$ cat config.mk
export PLATFORM = sky130hd
export DESIGN_NAME = inv_check_sequencer
export DESIGN_NICKNAME = d
export VERILOG_FILES = /design/src/rtl/inv_check_pkg.sv /design/src/rtl/inv_check_delay.sv /design/src/rtl/inv_check_sequencer.sv
export SDC_FILE = /design/constraint.sdc
export NUM_CORES = 1
export LEC_CHECK = 0
export BUFFER_PORTS_ARGS = -buffer_cell sky130_fd_sc_hd__buf_2
export CAP_MARGIN = 30
export CORE_UTILIZATION = 53
export DETAILED_ROUTE_END_ITERATION = 7
export PLACE_DENSITY = 0.78
export SETUP_SLACK_MARGIN = 0.3
export SLEW_MARGIN = 0
export SYNTH_ARGS = -nofsm -noshare
export SYNTH_HDL_FRONTEND = slang
export SYNTH_SLANG_ARGS = --single-unit
$ cat constraint.sdc
create_clock -name clock -period 1.8 [get_ports clock]
set_input_delay 0.09 -clock clock [delete_from_list [all_inputs] [get_ports clock]]
set_output_delay 0.09 -clock clock [all_outputs]
set_load 0.02 [all_outputs]
$ cat src/rtl/inv_check_pkg.sv
// Shared types, constants and the stimulus pattern for the inverter check sequencer.
package inv_check_pkg;

    typedef enum logic [1:0] {
        IDLE  = 2'd0,
        RUN   = 2'd1,
        DRAIN = 2'd2,
        DONE  = 2'd3
    } inv_check_state_e;

    localparam logic [7:0] ERR_MAX = 8'd255;

    // Vector k of a run: all zeros, then all ones, then the index itself
    // truncated to the stimulus width. The result is right-aligned in 32 bits.
    function automatic logic [31:0] inv_check_vec(input int unsigned k, input int unsigned width);
        logic [31:0] mask;
        mask = (width >= 32) ? 32'hFFFF_FFFF : ((32'd1 << width) - 32'd1);
        if (k == 0) begin
            return 32'd0;
        end else if (k == 1) begin
            return mask;
        end else begin
            return k & mask;
        end
    endfunction

endpackage

$ cat src/rtl/inv_check_delay.sv
// Tag shift register that tracks issued vectors through the black-box latency.
// With zero depth it collapses to a wire so the compare happens in the issue cycle.
module inv_check_delay #(
    parameter int W     = 8,
    parameter int DEPTH = 1
) (
    input  logic         clock,
    input  logic         reset,
    input  logic [W-1:0] in_tag,
    output logic [W-1:0] out_tag
);

    if (DEPTH == 0) begin : g_pass
        logic unused_clk_rst;
        assign unused_clk_rst = &{1'b0, clock, reset};
        assign out_tag = in_tag;
    end else begin : g_shift
        logic [W-1:0] stages [DEPTH];

        // Shift tags one stage per cycle; reset flushes every stage so no stale valid survives.
        always_ff @(posedge clock or negedge reset) begin
            if (!reset) begin
                for (int i = 0; i < DEPTH; i++) begin
                    stages[i] <= '0;
                end
            end else begin
                stages[0] <= in_tag;
                for (int i = 1; i < DEPTH; i++) begin
                    stages[i] <= stages[i-1];
                end
            end
        end

        assign out_tag = stages[DEPTH-1];
    end

endmodule

$ cat src/rtl/inv_check_sequencer.sv
// Drives a fixed vector sequence into an external inverter and checks each
// delayed response against the inverse of the stimulus.
module inv_check_sequencer
    import inv_check_pkg::*;
#(
    parameter  int WIDTH       = 8,
    parameter  int LATENCY     = 1,
    parameter  int NUM_VECTORS = 16,
    localparam int IDXW        = $clog2(NUM_VECTORS)
) (
    input  logic             clock,
    input  logic             reset,
    input  logic             start,
    output logic [WIDTH-1:0] dut_in,
    input  logic [WIDTH-1:0] dut_out,
    output logic             busy,
    output logic             done,
    output logic             pass,
    output logic [7:0]       err_count,
    output logic             first_err_valid,
    output logic [IDXW-1:0]  first_err_idx
);

    localparam int TAGW = 1 + WIDTH + IDXW;

    inv_check_state_e state, next_state;
    logic [IDXW-1:0]  index;
    logic [3:0]       drain_cnt;
    logic [WIDTH-1:0] cur_vec;
    logic             issuing;
    logic             last_idx;
    logic             drain_last;
    logic             run_start;
    logic [TAGW-1:0]  tag_in;
    logic [TAGW-1:0]  tag_out;
    logic             tag_valid;
    logic [WIDTH-1:0] tag_exp;
    logic [IDXW-1:0]  tag_idx;
    logic             mismatch;

    assign cur_vec    = WIDTH'(inv_check_vec(32'(index), WIDTH));
    assign issuing    = (state == RUN);
    assign last_idx   = (index == IDXW'(NUM_VECTORS - 1));
    assign drain_last = (drain_cnt == 4'(LATENCY - 1));
    assign run_start  = start && ((state == IDLE) || (state == DONE));

    // State register.
    always_ff @(posedge clock or negedge reset) begin
        if (!reset) begin
            state <= IDLE;
        end else begin
            state <= next_state;
        end
    end

    // Next-state logic; start only matters when no run is in progress.
    always_comb begin
        next_state = state;
        case (state)
            IDLE:    if (start) next_state = RUN;
            RUN:     if (last_idx) next_state = (LATENCY == 0) ? DONE : DRAIN;
            DRAIN:   if (drain_last) next_state = DONE;
            DONE:    if (start) next_state = RUN;
            default: next_state = IDLE;
        endcase
    end

    // Vector index advances once per cycle in RUN and rests at zero otherwise.
    always_ff @(posedge clock or negedge reset) begin
        if (!reset) begin
            index <= '0;
        end else if (state == RUN) begin
            index <= last_idx ? '0 : index + IDXW'(1);
        end else begin
            index <= '0;
        end
    end

    // Drain cycle counter, so DRAIN lasts exactly LATENCY cycles.
    always_ff @(posedge clock or negedge reset) begin
        if (!reset) begin
            drain_cnt <= '0;
        end else if (state == DRAIN) begin
            drain_cnt <= drain_cnt + 4'd1;
        end else begin
            drain_cnt <= '0;
        end
    end

    assign tag_in = {issuing, ~cur_vec, index};

    inv_check_delay #(
        .W     (TAGW),
        .DEPTH (LATENCY)
    ) u_delay (
        .clock   (clock),
        .reset   (reset),
        .in_tag  (tag_in),
        .out_tag (tag_out)
    );

    assign tag_valid = tag_out[TAGW-1];
    assign tag_exp   = tag_out[IDXW +: WIDTH];
    assign tag_idx   = tag_out[IDXW-1:0];
    assign mismatch  = tag_valid && (dut_out != tag_exp);

    // Result registers: cleared when a run starts, updated one edge after a failing compare.
    always_ff @(posedge clock or negedge reset) begin
        if (!reset) begin
            err_count       <= '0;
            first_err_valid <= 1'b0;
            first_err_idx   <= '0;
        end else if (run_start) begin
            err_count       <= '0;
            first_err_valid <= 1'b0;
            first_err_idx   <= '0;
        end else if (mismatch) begin
            if (err_count != ERR_MAX) begin
                err_count <= err_count + 8'd1;
            end
            if (!first_err_valid) begin
                first_err_valid <= 1'b1;
                first_err_idx   <= tag_idx;
            end
        end
    end

    assign dut_in = issuing ? cur_vec : '0;
    assign busy   = (state == RUN) || (state == DRAIN);
    assign done   = (state == DONE);
    assign pass   = done && (err_count == 8'd0);

endmodule

==> results of run 1 <==
-- worst register-to-register path, stage by stage (launching register included) --
cell                      delay, ps
sky130_fd_sc_hd__dfrtp_1        390
sky130_fd_sc_hd__inv_1           80
sky130_fd_sc_hd__ha_1           370
sky130_fd_sc_hd__inv_2          100
sky130_fd_sc_hd__nor2_4          60
sky130_fd_sc_hd__or4_1          500
sky130_fd_sc_hd__nand2_1         80
-- synthesized netlist by cell type (2+ instances only) --
cell type and count:
sky130_fd_sc_hd__and3_1 3, sky130_fd_sc_hd__xor2_1 6, sky130_fd_sc_hd__nand4_1 3, sky130_fd_sc_hd__a41o_1 2
sky130_fd_sc_hd__ha_1 10, sky130_fd_sc_hd__nand2_1 14, sky130_fd_sc_hd__nand3_1 10, sky130_fd_sc_hd__buf_4 3
sky130_fd_sc_hd__nand2b_1 2, sky130_fd_sc_hd__mux2i_1 2, sky130_fd_sc_hd__and2_1 5, sky130_fd_sc_hd__a21oi_1 2
sky130_fd_sc_hd__xnor2_1 2, sky130_fd_sc_hd__o31ai_1 2, sky130_fd_sc_hd__nor2_1 18, sky130_fd_sc_hd__o211ai_1 2
sky130_fd_sc_hd__nor2b_1 2, sky130_fd_sc_hd__a211oi_1 2, sky130_fd_sc_hd__o21ai_0 9, sky130_fd_sc_hd__inv_1 14
sky130_fd_sc_hd__dfrtp_1 33
-- per-layer routing --
| metal | vias up | part of all wire, % | global-route usage [%] | wire length, um |
|---|---|---|---|---|
| met4 | 0 | 0.98 | 7.82 | 35 |
| met2 | 36 | 52 | 38.8 | 1860 |
| li1 | 666 | - | - | - |
| met3 | 3 | 5.2 | 7.37 | 185 |
| met5 | - | 0 | 0 | 0 |
| met1 | 660 | 42 | 30.1 | 1500 |
-- through the flow --
stage          hold WS, ps  utilization, %  std cells  cell area, um2  worst slack [ps]
2_1_floorplan         -206               -        163            1680               204
3_3_place_gp           181            65.9        227            1880               170
3_5_place_dp           184            65.9        227            1880               141
4_1_cts                156            74.5        243            2130               110
5_1_grt                194            78.5        248            2240              31.4
6_report               168            78.5        248            2240               112
-- state kept, by name (all words and copies together) (netlist names) --
name             count
state                2
u_delay.out_tag     10
first_err_valid      1
err_count            8
index                4
first_err_idx        4
drain_cnt            4
-- logic make-up after synthesis --
logic type               Yosys count  share of synthesized area, %
AO/OA/AOI/OAI                     25                          10.5
XOR/XNOR                           8                          4.21
adder cells (fa/ha/maj)           10                          7.52
buffers and inverters             18                          4.74
flip-flops                        33                          49.7
multiplexers                       3                          2.56
AND/OR/NAND/NOR                   66                          20.8
-- area by class of cell --
| cell class | count | area share (%) |
|---|---|---|
| multi-input combinational | 113 | 41.8 |
| timing repair buffer | 49 | 14.4 |
| clock buffer | 5 | 1.68 |
| tap | 31 | 1.73 |
| inverter | 14 | 2.35 |
| clock inverter | 3 | 0.782 |
| sequential | 33 | 37.2 |
-- power by group through the flow --
stage          registers (uW)  clock network [uW]  logic, uW
2_1_floorplan            1090                   0        695
5_1_grt                  1070                 459       1500
4_1_cts                  1040                 424       1250
3_5_place_dp             1060                   0       1030
3_3_place_gp             1050                   0       1000
6_report                 1050                 415       1350
-- worst paths after layout --
kind | from | end | slack (ps)
max reg2reg | state[0]$_DFFE_PN0P_ | err_count[7]$_DFFE_PN0P_ | 160
max in group asynchronous | reset | index[2]$_DFF_PN0_ | 990
min | start | err_count[6]$_DFFE_PN0P_ | 170
max | index[1]$_DFF_PN0_ | dut_in[6] | 110
min in group asynchronous | reset | u_delay.out_tag[3]$_DFF_PN0_ | 320
min reg2reg | drain_cnt[0]$_DFF_PN0_ | drain_cnt[0]$_DFF_PN0_ | 500
-- repair_timing --
action,CTS,global route
buffers inserted,6,5
gates resized for setup,39,19
setup endpoints to repair,22,25
hold buffers,1,0
pin swaps,19,9
cloned,1,0
endpoints found under the hold margin,33,0
==> results.rst, run 1 <==
.. list-table::
   :header-rows: 1

   * - Metric
     - Value
   * - Via density per instance
     - 5.50
   * - CTS tree
     - done
   * - Total overflow reported by the global router
     - 0
   * - Commonest register cell after synthesis
     - sky130_fd_sc_hd__dfrtp_1
   * - Stages on the worst setup path
     - 7
   * - Violated checks
     - DRC
   * - Part of the Yosys area used for sequential elements
     - ~50%
   * - Port-buffer cells
     - 34
   * - Vias in the first global route
     - 1,333
   * - Required time of the critical path
     - ~1700 ps
   * - Standard cell core area
     - 0.00285 mm2
   * - Relative contribution of sequential cells to total power
     - a little under two fifths
   * - Die outline area
     - between 0.003 and 0.004 mm2
   * - Worst Skew
     - ~5.4 ps
   * - Pins over their slew limit
     - 0
   * - Worst stage delay on the critical path
     - ~400 ps
   * - Final setup TNS
     - 0 ps
   * - Final total power
     - between 2000 and 3000 uW
   * - Total of fill cells in the finished design
     - approximately 180
   * - Chain of cells forming the critical path
     - inv_2 -> ha_4 -> and2_4 -> nor2b_4 -> inv_2 -> nor2_4 -> buf_6
   * - Cell internal pwr
     - around 1600 uW
   * - Wire per inst
     - 14.4 um
   * - Static Leak
     - approximately 0.0011 uW
   * - Startpoint-to-endpoint class of the critical path
     - reg2out
   * - Proportion of total power due to net switching
     - approximately 43%
   * - Starting density of the core
     - between 50 and 60%
   * - Die width
     - about 58 um
   * - Achievable frequency
     - just under 0.6 GHz
   * - Combined area of the multi-input logic cells
     - around 940 um2
   * - Synthesis-stage register bit count
     - 33
   * - I/O pin count
     - 35
   * - Crit path max-delay cell type
     - sky130_fd_sc_hd__dfrtp_1
   * - Number of antenna diodes
     - 0
   * - Global-route wire length before repair
     - 5.93 mm
   * - Hold Path Cell Cnt
     - 4
   * - Number of search-and-repair iterations in the first detailed-routing pass
     - 6
   * - Synth unique cells
     - 38
   * - Maximum capacitance violations
     - 0
   * - Post-synth ARST share
     - 100%
   * - Setup violators final
     - 0
   * - Pwr/cell area
     - about 1300 mW/mm2
   * - Largest vdd supply drop
     - 1.09 mV
   * - Synth top area cells
     - sky130_fd_sc_hd__dfrtp_1 (50%), sky130_fd_sc_hd__ha_1 (7.5%), sky130_fd_sc_hd__nor2_1 (4.1%), sky130_fd_sc_hd__inv_1 (3.2%), sky130_fd_sc_hd__nand2_1 (3.2%)
   * - Sequential cell area
     - ~830 um2
   * - Part of the power in the clock network
     - between 10% and 20%
   * - Syn-to-layout area delta
     - 34.7%
   * - Buffer levels on the longest clock path
     - 2
   * - RSZ-0062 raised after global routing
     - yes
   * - Iteration-0 DRC count of the detailed router
     - 60
   * - Kind of end point of the critical path
     - primary output
   * - Number of enable flip-flop cells after synthesis
     - 0
   * - Most frequent cells in the layout
     - sky130_fd_sc_hd__buf_2 (28), sky130_fd_sc_hd__dfrtp_1 (27), sky130_fd_sc_hd__nor2_1 (15)
   * - Crit start category
     - flop
   * - # DRC
     - 4
   * - Worst-case reg-to-reg path depth
     - 6
   * - Most common cell after layout, fill and taps aside
     - sky130_fd_sc_hd__buf_2
   * - Post-route clock period utilization
     - about 94%
   * - Antenna violations before repair
     - 0
   * - H-tree levels
     - 2
   * - Worst Hold Class
     - in2reg
   * - Share of total power in combinational logic
     - between 40 and 50%
   * - GRT Overall Usage
     - 23.7%
   * - Mean post-synth cell area
     - 10.2 um2
   * - Yosys warning total
     - 0
   * - Critical path's top delay family
     - simple AND/OR/NAND/NOR gates
   * - Routability-driven placement congestion ratio
     - between 0.7 and 0.8
   * - Transition time of the tightest slew-check pin
     - 702 ps
   * - Clock Tree Root
     - sky130_fd_sc_hd__clkbuf_4
   * - Sum of routed wire length over all layers
     - roughly 3.6 mm
   * - Maximum fanout count along the critical path
     - 4
   * - Remaining max-slew budget at the tightest pin
     - roughly 53%
   * - Crit path buffers/inverters
     - 3
   * - Post-synth net total
     - around 180
   * - Rows
     - 19
   * - Number of vias in the routed layout
     - about 1.4k
   * - Overall die height
     - 58.0 um
   * - Clock buffers created by TritonCTS
     - 5
   * - Synth top area share
     - between 40 and 50%
   * - Arrival time reported for the critical path endpoint
     - 1600 ps
   * - Net switching power of the design
     - around 1200 uW
   * - Synthesized cell area
     - around 0.0017 mm2
   * - Number of sinks handled by clock tree synthesis
     - 33
   * - Detailed placer's ending HPWL
     - 2.35 mm
   * - Area leader, netlist
     - sky130_fd_sc_hd__dfrtp_1
   * - Maximum number of pins on one net before global-route repair
     - 34
   * - Ratio of cells with drive above 1 in the final layout
     - between 40 and 50%
   * - Post-Synthesis Cells
     - roughly 160
   * - Post-layout nets
     - 237
   * - Min Tclk post-route
     - 1690 ps
   * - Post-CTS clock slew at the launch and capture registers of the worst setup and hold paths
     - around 100 ps
   * - Final antenna-violating net count
     - 0
   * - Hold violation total from the final report
     - 0
   * - Later-pin clock latency in the skew report
     - about 350 ps
   * - Run status
     - complete, but fails checks
   * - Critical Path Most Common Cell
     - sky130_fd_sc_hd__inv_2
(Power assumes the default switching activity.)
==> inputs of run 2 (changes only) <==
--- a/config.mk
+++ b/config.mk
@@ -7,11 +7,12 @@
 export LEC_CHECK = 0
 export BUFFER_PORTS_ARGS = -buffer_cell sky130_fd_sc_hd__buf_2
 export CAP_MARGIN = 30
-export CORE_UTILIZATION = 53
+export CORE_UTILIZATION = 54
 export DETAILED_ROUTE_END_ITERATION = 7
-export PLACE_DENSITY = 0.78
+export PLACE_DENSITY = 0.79
 export SETUP_SLACK_MARGIN = 0.3
 export SLEW_MARGIN = 0
 export SYNTH_ARGS = -nofsm -noshare
 export SYNTH_HDL_FRONTEND = slang
+export SYNTH_HIERARCHICAL = 1
 export SYNTH_SLANG_ARGS = --single-unit
==> run 2 against run 1 <==
Effect of this change:
- the flow now finishes without violations
- combinational power is 28% higher
- sequential share of layout area is 1.3 points lower
- synthesized area is 4.6% higher
- largest power group unchanged
- synthesized cell count is 3.7% higher
==> results.rst, run 2 <==
.. list-table::
   :header-rows: 1

   * - Metric
     - Value
   * - Post-synth ARST share
     - 100%
   * - Synthesized cell area
     - 0.00174 mm2
   * - Setup slack at placement
     - roughly 110 ps
   * - Number of flip-flops under the largest register name
     - 13
   * - Most common cell after layout, fill and taps aside
     - sky130_fd_sc_hd__dfrtp_1
   * - Number of vias in the routed layout
     - between 1k and 1.5k
   * - Commonest register cell after synthesis
     - sky130_fd_sc_hd__dfrtp_1
   * - Most numerous cell in the Yosys netlist
     - sky130_fd_sc_hd__dfrtp_1
   * - Later-pin clock latency in the skew report
     - 340 ps
   * - Post-CTS clock slew at the launch and capture registers of the worst setup and hold paths
     - around 110 ps
   * - Kind of end point of the critical path
     - primary output
   * - Iteration-0 DRC count of the detailed router
     - 98
   * - Setup slack of the critical path after layout
     - 0.273 ps
   * - # DRC
     - 0
   * - Post-layout nets
     - 250
   * - Total overflow reported by the global router
     - 0
   * - H-tree levels
     - 2
   * - Sequential cell area
     - ~910 um2
   * - Min Tclk post-route
     - between 1500 and 2000 ps
   * - Wire per inst
     - between 15 and 20 um
   * - Fin cells
     - 274
   * - Die outline area
     - 0.00345 mm2
   * - Post-route clock period utilization
     - 100%
   * - Total length of routed met3 wires
     - between 150 and 200 um
   * - Metal-1 WL
     - 1.80 mm
   * - Number of search-and-repair iterations in the first detailed-routing pass
     - 6
   * - Part of the power in the clock network
     - a little over an eighth
   * - Crit Reg-Reg Startpoint
     - u_delay/out_tag[5]$_DFF_PN0_
   * - Setup violators final
     - 0
   * - Relative contribution of sequential cells to total power
     - a little over a third
   * - Area leader, netlist
     - sky130_fd_sc_hd__dfrtp_1
   * - Post-synth net total
     - 190
   * - Largest vdd supply drop
     - approximately 0.94 mV
   * - Buffer levels on the longest clock path
     - 2
   * - Placed Cells
     - between 200 and 250
   * - Pwr/cell area
     - roughly 1300 mW/mm2
   * - Static Leak
     - approximately 0.0011 uW
   * - CTS tree
     - done
   * - Detailed placer's ending HPWL
     - 2.47 mm
   * - Rows
     - 20
   * - Final antenna-violating net count
     - 0
   * - Overall die height
     - about 59 um
   * - Total length of routed met2 wires
     - approximately 2.5 mm
   * - Yosys warning total
     - 6
   * - Run status
     - completed
   * - Pins over their slew limit
     - 0
   * - Via density per instance
     - about 5.4
   * - Standard cell core area
     - slightly above 0.003 mm2
   * - Combined area of the multi-input logic cells
     - around 0.0011 mm2
   * - Number of sinks handled by clock tree synthesis
     - 36
   * - Proportion of total power due to net switching
     - a little over two fifths
   * - Sum of routed wire length over all layers
     - between 4 and 5 mm
   * - Maximum fanout count along the critical path
     - 4
   * - Clock Tree Root
     - sky130_fd_sc_hd__clkbuf_4
   * - Remaining max-slew budget at the tightest pin
     - 47.9%
   * - Achievable frequency
     - approximately 0.56 GHz
   * - Cell internal pwr
     - 1940 uW
   * - Vias in the first global route
     - between 1k and 1.5k
   * - Number of antenna diodes
     - 0
   * - Ratio of cells with drive above 1 in the final layout
     - about 53%
   * - I/O pin count
     - 35
   * - Starting density of the core
     - between 50% and 60%
   * - Crit start category
     - flop
   * - Part of the Yosys area used for sequential elements
     - between 50% and 60%
   * - Share of total power in combinational logic
     - around 52%
   * - RSZ-0062 raised after global routing
     - yes
   * - Die width
     - 58.8 um
   * - Net switching power of the design
     - roughly 1400 uW
   * - Port-buffer cells
     - 34
   * - Global-route wire length before repair
     - 6.33 mm
   * - Hold violation total from the final report
     - 0
   * - Synth top area cells
     - sky130_fd_sc_hd__dfrtp_1 (52%), sky130_fd_sc_hd__ha_1 (7.2%), sky130_fd_sc_hd__xor2_1 (5.0%), sky130_fd_sc_hd__nand3_1 (4.0%), sky130_fd_sc_hd__inv_1 (3.5%)
   * - Number of enable flip-flop cells after synthesis
     - 0
   * - Routability-driven placement congestion ratio
     - between 0.7 and 0.8
   * - Worst Skew
     - 7.92 ps
   * - Synth unique cells
     - 32
   * - Most frequent cells in the layout
     - sky130_fd_sc_hd__dfrtp_1 (29), sky130_fd_sc_hd__buf_2 (25), sky130_fd_sc_hd__buf_4 (25)
   * - Syn-to-layout area delta
     - 45.5%
   * - Maximum capacitance violations
     - 0
   * - Clock buffers created by TritonCTS
     - 5
   * - CP Launch Point
     - index[0]$_DFF_PN0_
   * - Worst Hold Class
     - in2reg
   * - Final setup TNS
     - 0 ps
   * - Top sig layer
     - met4
   * - Top cells by count, synth
     - sky130_fd_sc_hd__dfrtp_1 (36), sky130_fd_sc_hd__inv_1 (16), sky130_fd_sc_hd__nor2_1 (16)
   * - GRT Overall Usage
     - about a quarter
   * - Worst hold start
     - start
   * - Synthesis-stage register bit count
     - 36
   * - Arrival time reported for the critical path endpoint
     - around 1700 ps
   * - Transition time of the tightest slew-check pin
     - approximately 780 ps
   * - Post-Synthesis Cells
     - about 170
   * - Total of fill cells in the finished design
     - about 160
   * - Startpoint-to-endpoint class of the critical path
     - reg2out
   * - Synth top area share
     - between 50 and 60%
   * - Maximum number of pins on one net before global-route repair
     - 37
   * - Antenna violations before repair
     - 0
   * - Required time of the critical path
     - between 1500 and 2000 ps
   * - Mean post-synth cell area
     - 10.3 um2
run 2: logic make-up after synthesis:
group / share of synthesized area [%]
XOR/XNOR: 6.04
buffers and inverters: 5.61
AO/OA/AOI/OAI: 8.70
adder cells (fa/ha/maj): 7.19
multiplexers: 1.73
flip-flops: 51.8
AND/OR/NAND/NOR: 18.9
run 2: worst max-delay path, stage by stage, from the launching register on:
cell	delay, ps
sky130_fd_sc_hd__dfrtp_2	450
sky130_fd_sc_hd__ha_4	160
sky130_fd_sc_hd__and2_4	130
sky130_fd_sc_hd__buf_4	130
sky130_fd_sc_hd__o21ai_1	210
sky130_fd_sc_hd__nor2_1	110
sky130_fd_sc_hd__buf_4	170
run 2: final timing paths:
kind	end	cells after the start	slack, ps
max	dut_in[1]	6	0.3
min	state[1]$_DFFE_PN0P_	4	180
max reg2reg	err_count[3]$_DFFE_PN0P_	5	200
min reg2reg	first_err_idx[1]$_DFFE_PN0P_	2	500
max in group asynchronous	index[2]$_DFF_PN0_	2	910
min in group asynchronous	u_delay/out_tag[8]$_DFF_PN0_	2	350
run 2: final cells by class:
type | instances | area share, %
well taps | 44 | 2.17
clock buffers | 8 | 2.32
multi-input cells | 113 | 41.7
repair buffers | 57 | 15.4
flip-flops and latches | 36 | 35.9
inverters | 16 | 2.47
run 2: power by group through the flow:
stage	sequential (uW)	clock, uW	combinational, uW
6_report	1170	457	1730
5_1_grt	1190	491	1860
3_3_place_gp	1150	0	986
4_1_cts	1160	463	1290
2_1_floorplan	1190	0	719
3_5_place_dp	1170	0	1020
run 2: layer usage:
metal	track usage, %	vias to the layer above
li1	-	686
met2	45.1	44
met1	28.6	738
met3	7.03	20
met4	11.6	0
met5	0	-
run 2: what timing repair did:
action | in CTS | in global routing
resized for setup | 39 | 47
endpoints found under the setup margin | 19 | 25
pin swaps | 13 | 29
gates cloned | 1 | 0
endpoints found under the hold margin | 36 | 0
setup buffers | 9 | 13
hold buffers | 1 | 0
run 2: metrics by stage:
step / util, % / cell area [um2] / hold slack (ps) / power [uW]
2_1_floorplan: - / 1780 / -206 / 1900
3_3_place_gp: 64.3 / 1960 / 197 / 2140
3_5_place_dp: 64.3 / 1960 / 210 / 2190
4_1_cts: 74.2 / 2260 / 159 / 2920
5_1_grt: 82.9 / 2530 / 240 / 3540
6_report: 82.9 / 2530 / 180 / 3360
